File: src/rtl/serial_adder.sv
// Bit-serial ripple adder: computes A + B + cin one bit per clock, LSB first,
// using a single full-adder cell and a carry flop. Per-stage carries are
// exposed as c[WIDTH:1] so results line up with the borrow-ripple
// subtractor's b[WIDTH:1] vector. A start/done handshake connects it to the
// controlling FSM.
module serial_adder #(
   parameter int WIDTH = 4
) (
   input  logic             clk,
   input  logic             rst,
   input  logic             start,
   input  logic [WIDTH-1:0] A,
   input  logic [WIDTH-1:0] B,
   input  logic             cin,
   output logic             busy,
   output logic             done,
   output logic [WIDTH-1:0] S,
   output logic [WIDTH:1]   c,
   output logic             cout
);

   // Bit counter only needs to reach WIDTH-1; keep at least one bit for WIDTH=1.
   localparam int CW = (WIDTH > 1) ? $clog2(WIDTH) : 1;
   localparam logic [CW-1:0] LAST_BIT = CW'(WIDTH - 1);

   typedef enum logic [1:0] {
      IDLE = 2'd0,
      ADD  = 2'd1,
      DONE = 2'd2
   } state_t;

   state_t           state;
   state_t           state_next;

   logic [WIDTH-1:0] a_sr;
   logic [WIDTH-1:0] b_sr;
   logic             cy;
   logic [CW-1:0]    cnt;
   logic [WIDTH-1:0] sum_q;
   logic [WIDTH:1]   carry_q;

   logic             cell_sum;
   logic             cell_carry;
   logic [WIDTH-1:0] sum_next;
   logic [WIDTH:1]   carry_next;

   // State register; reset wins over any start on the same edge.
   always_ff @(posedge clk) begin
      // NOTE: sequential state uses non-blocking assignments so every flop
      // samples the pre-edge values of the others, regardless of block order.
      if (rst) begin
         state <= IDLE;
      end else begin
         state <= state_next;
      end
   end

   // Next-state decode: IDLE -> ADD on start, ADD -> DONE after the last bit,
   // DONE -> IDLE unconditionally (start during DONE is not queued).
   always_comb begin
      // NOTE: assign a default before any branch so no path leaves the
      // variable unassigned, which would otherwise infer a latch.
      state_next = state;
      unique case (state)
         IDLE: begin
            if (start) begin
               state_next = ADD;
            end
         end
         ADD: begin
            if (cnt == LAST_BIT) begin
               state_next = DONE;
            end
         end
         DONE: begin
            state_next = IDLE;
         end
         default: begin
            state_next = IDLE;
         end
      endcase
   end

   // The single full-adder cell working on the current LSBs and the carry flop.
   always_comb begin
      cell_sum   = a_sr[0] ^ b_sr[0] ^ cy;
      cell_carry = (a_sr[0] & b_sr[0]) | (a_sr[0] & cy) | (b_sr[0] & cy);
   end

   // Place the cell outputs into bit cnt of the sum and stage cnt+1 of the
   // carry vector; all other bits keep their previous value.
   always_comb begin
      sum_next   = sum_q;
      carry_next = carry_q;
      for (int i = 0; i < WIDTH; i++) begin
         if (cnt == CW'(i)) begin
            sum_next[i]       = cell_sum;
            carry_next[i + 1] = cell_carry;
         end
      end
   end

   // Datapath: capture operands on an accepted start, then one bit per ADD
   // cycle. Results are left untouched in IDLE and DONE so they persist.
   always_ff @(posedge clk) begin
      // NOTE: every datapath register, including the operand shift registers
      // and the result vectors, is cleared by reset so an abort leaves no
      // stale partial result visible on S/c/cout.
      if (rst) begin
         a_sr    <= '0;
         b_sr    <= '0;
         cy      <= 1'b0;
         cnt     <= '0;
         sum_q   <= '0;
         carry_q <= '0;
      end else begin
         unique case (state)
            IDLE: begin
               if (start) begin
                  a_sr    <= A;
                  b_sr    <= B;
                  cy      <= cin;
                  cnt     <= '0;
                  sum_q   <= '0;
                  carry_q <= '0;
               end
            end
            ADD: begin
               sum_q   <= sum_next;
               carry_q <= carry_next;
               cy      <= cell_carry;
               a_sr    <= a_sr >> 1;
               b_sr    <= b_sr >> 1;
               cnt     <= cnt + CW'(1);
            end
            default: begin
            end
         endcase
      end
   end

   // Handshake flags decode straight from the registered state.
   assign busy = (state == ADD);
   assign done = (state == DONE);

   assign S    = sum_q;
   assign c    = carry_q;
   assign cout = carry_q[WIDTH];

endmodule

File: config.mk
export PLATFORM = sky130hd
export DESIGN_NAME = serial_adder
export DESIGN_NICKNAME = d
export VERILOG_FILES = /design/src/rtl/serial_adder.sv
export SDC_FILE = /design/constraint.sdc
export NUM_CORES = 1
export LEC_CHECK = 0
export CORE_MARGIN = 2
export CORE_UTILIZATION = 30
export CTS_CLUSTER_SIZE = 24
export DETAILED_ROUTE_END_ITERATION = 10
export MAX_ROUTING_LAYER = met4
export SYNTH_ARGS = -nofsm -noshare
export SYNTH_HDL_FRONTEND = slang
export SYNTH_SLANG_ARGS = --single-unit
export TNS_END_PERCENT = 50
File: constraint.sdc
create_clock -name clk -period 3.5 [get_ports clk]
set_input_delay 1.05 -clock clk [delete_from_list [all_inputs] [get_ports clk]]
set_output_delay 1.05 -clock clk [all_outputs]
set_load 0.005 [all_outputs]
==> out/results.ini, run 1 <==
[grt]
antenna_found_initial=0
grt_pass1_wl_mm=3.01
grt_max_degree=14
grt_usage_pct=11.2
grt_pass1_vias=742
overflow=0

[power_and_ir_drop]
p_clk_share_pct=24.9
powerDensity_nw_per_um2=367
swShare_pct=26.8
pwr-share-comb_pct=18.5
power.leakage_nw=0.453
p_int_mw=0.338
vdd_ir_drop_max_mv=0.165
finalPower_mw=0.462
power.share.sequential_pct=56.6
p_sw_mw=0.124

[logic_synthesis]
yosys.area_share.simple_pct=17.4
syn_nets=126
synth_top_family_by_area=compound AO/OA/AOI/OAI gates
yosys_warnings=0
synth_seq_area_share_pct=42.6
yosys-top-cells-area=dfxtp_1, o32ai_1, ha_1
synth_compound_area_share_pct=22.7
synthXorXnorAreaFrac_pct=0
yosys_register_bits=21
synth_top_cell_by_area=dfxtp_1
synth_mux_area_share_pct=2.03
netlist.area_leader.share_pct=42.6
syn_area_um2=987
async_reset_ff_share_pct=0
syn_area_per_cell_um2=9.06
yosysUniqueCellTypes=31
synth-edff-count=0
synthCells=109
yosys_most_used_dff=dfxtp_1
synth_fa_ha_area_share_pct=7.10

[cells_and_area]
synthToLayoutAreaGrowth_pct=27.6
fill_cells=344
mostFrequentLayoutCells=clkdlybuf4s50_1, dfxtp_1, nand2_1
drive_gt1_share_pct=8.53
nets=147
insertedDiodeCount=0
final_area_um2=1260
final_common_cell=clkdlybuf4s50_1

[clock_tree]
cts_setup_buffers=0
holdBufCountCts=0
cts.sinks=21
numCtsBuffers=3
h-tree-depth=1
clk_path_buf_depth=2
cts_tree=done
clk_latency_ns=0.30
cts.clk_slew.worst_paths_ns=0.11
ctsResizeCount=0
root_buffer=clkbuf_4

[routing]
wire_per_inst_um=11.6
drc=0
wl_mm=2.01
ant_nets=0
num_vias=829
vias_per_cell=4.79
initialDrtViolationCount=20
dr.pass1.iters=4

[floorplanning]
die_height_um=61.4
die_x_um=61.4
initial_core_util_pct=31.8
io_pins=23
core_um2=3100
dieArea_um2=3770
num_rows=20

[outcome]
status=complete, no violations

[timing]
worst_pin_slew_ns=0.539
setup_violations=0
slew_viol_final=0
finalHoldViolCount=0
fmax_ghz=0.329
skew_ns=0.00333
fin_crit_ns=3.04
hold_slack_ns=0.480
relSlewSlack_pct=64.0
tns_ns=0
fin_ws_ns=0.461
fin_crit_sh_pct=86.8
rsz0062_at_grt=no

[critical_path]
crit_chain=nand2b_1 -> inv_2 -> clkdlybuf4s50_1
r2r.worst_path.cells=4
critPathLaunchType=flip-flop
cp.required_ns=2.45
arrival_ns=1.99
slowest_delay_ns=0.56
cp_max_fo=12
slowest_stage=dfxtp_1
end_kind=primary output
worstSetupPathType=flip-flop to primary output

[place]
placed_area_um2=1230
pre_cts_ws_ns=0.836
port_buffers=22
hpwl_mm=1.53
place_congestion=0.759

[run]
drv_cap=0

[hold_path]
hold_depth=2
hold_path_class=flip-flop to flip-flop

[layout make-up]
| cell class | instances | area (um^2) | area share, % |
|---|---|---|---|
| clock buffers | 4 | 26.3 | 2.09 |
| inverters | 12 | 45.0 | 3.57 |
| multi-input cells | 69 | 485 | 38.5 |
| flip-flops and latches | 21 | 420 | 33.4 |
| well taps | 44 | 55.1 | 4.37 |
| repair buffers | 23 | 228 | 18.1 |
[flip-flops by register name, indices dropped and copies added (netlist names)]
| name | count |
|---|---|
| S | 4 |
| a_sr | 4 |
| b_sr | 4 |
| c | 4 |
| cnt | 2 |
| state | 2 |
| cy | 1 |
[worst max-delay path, delay by kind of cell (launching register included)]
kind | cells | cell delay [ns]
buffers and inverters | 2 | 0.78
flip-flops | 1 | 0.56
AND/OR/NAND/NOR | 1 | 0.35
[worst paths after layout]
path / end / startpoint / slack [ns]
max: busy / state[0]$_SDFFE_PP0P_ / 0.46
min: S[0]$_SDFFE_PP0P_ / S[0]$_SDFFE_PP0P_ / 0.48
max reg2reg: S[3]$_SDFFE_PP0P_ / a_sr[0]$_SDFFE_PP0P_ / 1.89
min reg2reg: S[0]$_SDFFE_PP0P_ / S[0]$_SDFFE_PP0P_ / 0.48
[synthesized netlist by cell type, drive strengths merged, types with 2 or more instances]
cell / count
mux2i: 2
or4b: 2
a221oi: 3
dfxtp: 21
nor2: 8
o21a: 2
a211oi: 3
buf: 5
nand2: 12
nand3b: 3
ha: 4
o21ai: 2
a21oi: 8
inv: 12
a22oi: 2
clkbuf: 2
o32ai: 6
nor3b: 2
or2: 2
[routing by layer]
metal | track usage [%] | share of wire [%] | routed length [um] | up-vias
met5 | - | 0 | 0 | -
met4 | 1.82 | 0 | 0 | 0
met3 | 3.78 | 4.4 | 89 | 0
met2 | 19.8 | 50 | 1000 | 22
met1 | 12.6 | 46 | 915 | 391
li1 | - | - | - | 416
[metrics by stage]
stage                     utilization [%]  cells
after global routing                 40.6    173
after floorplan                         -    109
after detailed placement             39.8    169
after CTS                            40.6    173
final                                40.6    173
after global placement               39.8    169
[logic make-up (layout without fill, tap and decap cells)]
family,Yosys count,in the layout
AO/OA/AOI/OAI,29,29
adder cells (fa/ha/maj),5,5
buffers and inverters,19,39
flip-flops,21,21
multiplexers,2,2
AND/OR/NAND/NOR,33,33
[power by group through the flow]
| stage | Sequential, mW | Clock [mW] | Combinational (mW) |
|---|---|---|---|
| 2_1_floorplan | 0.263 | 0 | 0.0573 |
| 3_3_place_gp | 0.266 | 0 | 0.0855 |
| 3_5_place_dp | 0.267 | 0 | 0.0862 |
| 4_1_cts | 0.261 | 0.122 | 0.0866 |
| 5_1_grt | 0.263 | 0.130 | 0.0944 |
| 6_report | 0.261 | 0.115 | 0.0855 |
Power figures use the tool's default switching activity.
==> run 2, diff against run 1 <==
CTS_BUF_LIST = sky130_fd_sc_hd__clkbuf_8   (was default)
==> run 2 against run 1 <==
Compared with the run above:
- worst setup slack improved by 0.076 ns
- non-clock buffer count unchanged
- worst hold slack got worse by 0.0051 ns
- sequential power about the same
- die area unchanged
- clock power increased by 33%
- critical path type unchanged
==> out/results.ini, run 2 (synthesis results as in run 1) <==
[outcome]
status=complete, no violations

[clock_tree]
holdBufCountCts=0  ; unchanged
cts.sinks=21  ; unchanged
clk_path_buf_depth=2  ; unchanged
root_buffer=clkbuf_8
clk_latency_ns=0.26  ; -0.04 ns
cts_setup_buffers=0  ; unchanged
numCtsBuffers=3  ; unchanged
cts_tree=done
cts.clk_slew.worst_paths_ns=0.07  ; -0.04 ns
ctsResizeCount=0  ; unchanged
h-tree-depth=1  ; unchanged

[routing]
wire_per_inst_um=11.4  ; -1.9%
num_vias=831  ; +0.24%
drc=0  ; unchanged
initialDrtViolationCount=20  ; unchanged
dr.max_layer_used=met4
wl_mm=1.97  ; -1.9%
met3_length_um=99  ; +11%
route.met2.wl_um=991  ; -1.2%
ant_nets=0  ; unchanged
vias_per_cell=4.80  ; +0.24%
dr.pass1.iters=4  ; unchanged
met1Wirelength_um=872  ; -4.7%

[power_and_ir_drop]
swShare_pct=25.5  ; -1.3 points
p_clk_share_pct=30.6  ; +5.7 points
power.leakage_nw=0.465  ; +2.6%
pwr-share-comb_pct=17.1  ; -1.4 points
powerDensity_nw_per_um2=390  ; +6.5%
power.share.sequential_pct=52.3  ; -4.3 points
p_sw_mw=0.127  ; +3.0%
p_int_mw=0.372  ; +9.9%
vdd_ir_drop_max_mv=0.231  ; +40%

[timing]
fin_crit_sh_pct=84.7  ; -2.2 points
finalHoldViolCount=0  ; unchanged
slew_viol_final=0  ; unchanged
fin_ws_ns=0.536  ; +0.0757 ns
fin_crit_ns=2.96  ; -0.0757 ns
skew_ns=0.00345  ; +0.000126 ns
tns_ns=0  ; unchanged
setup_violations=0  ; unchanged
fmax_ghz=0.337  ; +2.6%
relSlewSlack_pct=65.3  ; +1.3 points
worst_pin_slew_ns=0.520  ; -0.0188 ns
rsz0062_at_grt=no

[cells_and_area]
nets=147  ; unchanged
synthToLayoutAreaGrowth_pct=29.5
mostFrequentLayoutCells=clkdlybuf4s50_1, dfxtp_1, inv_1, nand2_1
final_common_cell=clkdlybuf4s50_1
insertedDiodeCount=0  ; unchanged
drive_gt1_share_pct=8.53  ; unchanged

[floorplanning]
initial_core_util_pct=31.8  ; unchanged
io_pins=23  ; unchanged
core_um2=3100  ; unchanged
die_height_um=61.4  ; unchanged
num_rows=20  ; unchanged
dieArea_um2=3770  ; unchanged
die_x_um=61.4  ; unchanged

[place]
pre_cts_ws_ns=0.836  ; unchanged
port_buffers=22  ; unchanged
hpwl_mm=1.53  ; unchanged
place_congestion=0.759  ; unchanged

[critical_path]
cp_max_fo=12  ; unchanged
slowest_stage=dfxtp_1
cp_num_buf_inv=2  ; unchanged
critPathLaunchType=flip-flop
crit_chain=nand2b_1 -> inv_2 -> clkdlybuf4s50_1
arrival_ns=1.91  ; -0.08 ns
end_kind=primary output
cp.required_ns=2.45  ; about the same
crit_family=buffers and inverters
worstSetupPathType=flip-flop to primary output
slowest_delay_ns=0.55  ; about the same

[grt]
grt_usage_pct=11.2  ; -0.045 points
grt_pass1_vias=736  ; -0.81%
overflow=0  ; unchanged
antenna_found_initial=0  ; unchanged
grt_max_degree=14  ; unchanged
grt_pass1_wl_mm=2.99  ; -0.70%

[hold_path]
hold_path_class=flip-flop to flip-flop

[run]
drv_cap=0  ; unchanged

==> run 2: cell count changes in the layout (fill, tap and decap cells not counted) <==
| cell | change |
|---|---|
| clkbuf_8 | +3 |
| clkbuf_1 | -1 |
| inv_1 | +1 |
| clkbuf_4 | -3 |
==> run 2: worst paths after layout <==
check / end / slack, ns / startpoint / cells past startpoint
min reg2reg: S[0]$_SDFFE_PP0P_ / 0.47 / S[0]$_SDFFE_PP0P_ / 2
min: S[0]$_SDFFE_PP0P_ / 0.47 / S[0]$_SDFFE_PP0P_ / 2
max reg2reg: S[3]$_SDFFE_PP0P_ / 1.90 / a_sr[0]$_SDFFE_PP0P_ / 4
max: busy / 0.54 / state[0]$_SDFFE_PP0P_ / 3
==> run 2: per-layer routing <==
metal,vias to the layer above,global-route usage [%]
met5,-,-
met2,23,19.8
li1,416,-
met1,390,12.5
met3,2,3.78
met4,0,1.82
==> run 2: power by group through the flow <==
| stage | Clock, mW | Sequential [mW] | Combinational [mW] |
|---|---|---|---|
| after floorplan | 0 | 0.263 | 0.0573 |
| after global placement | 0 | 0.266 | 0.0855 |
| after detailed placement | 0 | 0.267 | 0.0862 |
| after CTS | 0.158 | 0.261 | 0.0866 |
| after global routing | 0.166 | 0.263 | 0.0945 |
| final | 0.153 | 0.261 | 0.0853 |
==> run 2: through the flow <==
stage / utilization (%) / cell area, um^2 / total power [mW] / instances / hold slack (ns)
2_1_floorplan: - / 987 / 0.321 / 109 / 0.455
3_3_place_gp: 39.8 / 1230 / 0.352 / 169 / 0.463
3_5_place_dp: 39.8 / 1230 / 0.353 / 169 / 0.465
4_1_cts: 41.2 / 1280 / 0.506 / 173 / 0.476
5_1_grt: 41.2 / 1280 / 0.523 / 173 / 0.506
6_report: 41.2 / 1280 / 0.499 / 173 / 0.475
==> run 2: area by class of cell <==
class	count	area, um^2
Clock buffer	3	41.3
Timing Repair Buffer	23	228
Fill cell	339	1820
Multi-Input combinational cell	69	485
Tap cell	44	55.1
Sequential cell	21	420
Inverter	12	45.0
Clock inverter	1	3.75
==> run 2: tightest hold or removal path: stages (launching register included) <==
cell     delay [ns]
dfxtp_1        0.31
inv_1          0.05
o32ai_1        0.07
==> run 3, diff against run 2 <==
clock period = 2.8 ns   (was 3.5 ns; I/O delays follow)
==> run 3 against run 2 <==
Compared with the run above:
- die area is the same
- final area grew 1.3%
- count of clock-buffer cells in the layout is the same
- global-route usage grew 0.75 points
- sequential share of layout area shrank 0.41 points
- sequential power grew 24%
- clock power grew 27%
- flip-flop and latch count is the same
- worst setup slack lost 0.12 ns
- combinational power grew 34%
- largest power group unchanged
==> out/results.ini, run 3 (synthesis results as in run 1) <==
[hold_path]
hold_path_end=S[2]$_SDFFE_PP0P_
hold_path_class=flip-flop to flip-flop
hold_depth=2  ; unchanged
hp-start=S[2]$_SDFFE_PP0P_

[routing]
wl_mm=2.01  ; +1.8%
dr.pass1.iters=4  ; unchanged
initialDrtViolationCount=8  ; -60%
num_vias=836  ; +0.60%
ant_nets=0  ; unchanged
wire_per_inst_um=11.5  ; +0.66%
drc=0  ; unchanged
vias_per_cell=4.78  ; -0.55%

[outcome]
status=complete, no violations

[critical_path]
cp.required_ns=1.96  ; -0.49 ns
r2r-end=S[3]$_SDFFE_PP0P_
cp_max_fo=13  ; +1
worstSetupPathType=flip-flop to primary output
critPathLaunchType=flip-flop
end_kind=primary output
r2r.worst_path.cells=4  ; unchanged
rrSetupSlack_ns=1.19  ; -0.71 ns
arrival_ns=1.54  ; -0.37 ns
reg2reg_from=a_sr[0]$_SDFFE_PP0P_

[timing]
relSlewSlack_pct=66.9  ; +1.6 points
fin_crit_ns=2.38
setup_violations=0  ; unchanged
skew_ns=0.00347  ; +0.0000179 ns
finalHoldViolCount=0  ; unchanged
worst_pin_slew_ns=0.496  ; -0.0239 ns
slew_viol_final=0  ; unchanged
rsz0062_at_grt=no
tns_ns=0  ; unchanged
fmax_ghz=0.420
fin_crit_sh_pct=85.1

[clock_tree]
cts.clk_slew.worst_paths_ns=0.08  ; about the same
h-tree-depth=1  ; unchanged
numCtsBuffers=3  ; unchanged
cts.sinks=21  ; unchanged
ctsResizeCount=0  ; unchanged
cts_tree=done
root_buffer=clkbuf_8
clk_latency_ns=0.26  ; about the same
holdBufCountCts=0  ; unchanged
cts_setup_buffers=0  ; unchanged
clk_path_buf_depth=2  ; unchanged

[cells_and_area]
fill_cells=345  ; +1.8%
fin_util_pct=41.7  ; +0.52 points
multi_input_area_um2=485  ; unchanged
insertedDiodeCount=0  ; unchanged
final_common_cell=clkdlybuf4s50_1
synthToLayoutAreaGrowth_pct=31.2
mostFrequentLayoutCells=clkdlybuf4s50_1, dfxtp_1, nand2_1
register_area_um2=420  ; unchanged
drive_gt1_share_pct=10.7  ; +2.2 points
nets=149  ; +1.4%

[power_and_ir_drop]
power.leakage_nw=0.473  ; +1.8%
powerDensity_nw_per_um2=489  ; +25%
vdd_ir_drop_max_mv=0.309  ; +34%

[run]
drv_cap=0  ; unchanged

[grt]
overflow=0  ; unchanged
grt_usage_pct=11.9  ; +0.75 points
grt_max_degree=14  ; unchanged
antenna_found_initial=0  ; unchanged
grt_pass1_wl_mm=3.17  ; +6.3%
grt_pass1_vias=721  ; -2.0%

[floorplanning]
num_rows=20  ; unchanged
io_pins=23  ; unchanged
dieArea_um2=3770  ; unchanged
core_um2=3100  ; unchanged
die_x_um=61.4  ; unchanged
initial_core_util_pct=31.8  ; unchanged
die_height_um=61.4  ; unchanged

[place]
place_congestion=0.732  ; -3.6%
hpwl_mm=1.52  ; -0.70%
port_buffers=22  ; unchanged

[run 3: changes by cell type in the layout (fill, tap and decap cells not counted), sizes merged]
cell / change
buf: +2
clkinv: +1
inv: -1
[run 3: worst max-delay path: stages (launching register included)]
cell             delay [ns]
dfxtp_1                0.41
nand2b_1               0.21
inv_2                  0.14
clkdlybuf4s50_1        0.52
[run 3: metal layers]
metal,track usage [%],up-vias,wire [um]
met4,2.74,0,14
met2,21.4,21,993
li1,-,424,-
met5,-,-,0
met1,12.8,389,898
met3,3.78,2,98
[run 3: final cells by class]
class	count	share of cell area, %
Multi-Input combinational cell	69	37.5
Sequential cell	21	32.5
Timing Repair Buffer	25	18.7
Tap cell	44	4.25
Inverter	12	3.48
Clock buffer	3	3.19
Clock inverter	1	0.386
[run 3: worst max-delay path by stage]
stage                               start                   end  slack (ns)
floorplan                           start     S[3]$_SDFFE_PP0P_        1.24
global placement                    start     c[4]$_SDFFE_PP0P_        0.59
detailed placement                  start  a_sr[0]$_SDFFE_PP0P_        0.53
CTS                 state[1]$_SDFFE_PP0P_                  busy        0.41
global route        state[1]$_SDFFE_PP0P_                  busy        0.31
finish              state[1]$_SDFFE_PP0P_                  busy        0.42
[run 3: power by group]
group          switching [mW]  internal [mW]  total [mW]  leakage [nW]
Combinational          0.0590         0.0554       0.114         0.276
Clock                  0.0964         0.0990       0.195        0.0255
Sequential            0.00813          0.315       0.323         0.172
Total                   0.164          0.469       0.633         0.473
[run 3: metrics by stage]
step	total power, mW	worst slack [ns]	cells	hold WS (ns)	cell area, um^2
after floorplan	0.401	1.24	109	0.455	987
after global placement	0.443	0.589	171	0.464	1250
after detailed placement	0.446	0.528	171	0.467	1250
after CTS	0.645	0.414	175	0.479	1290
after global routing	0.666	0.305	175	0.499	1290
final	0.633	0.417	175	0.473	1290
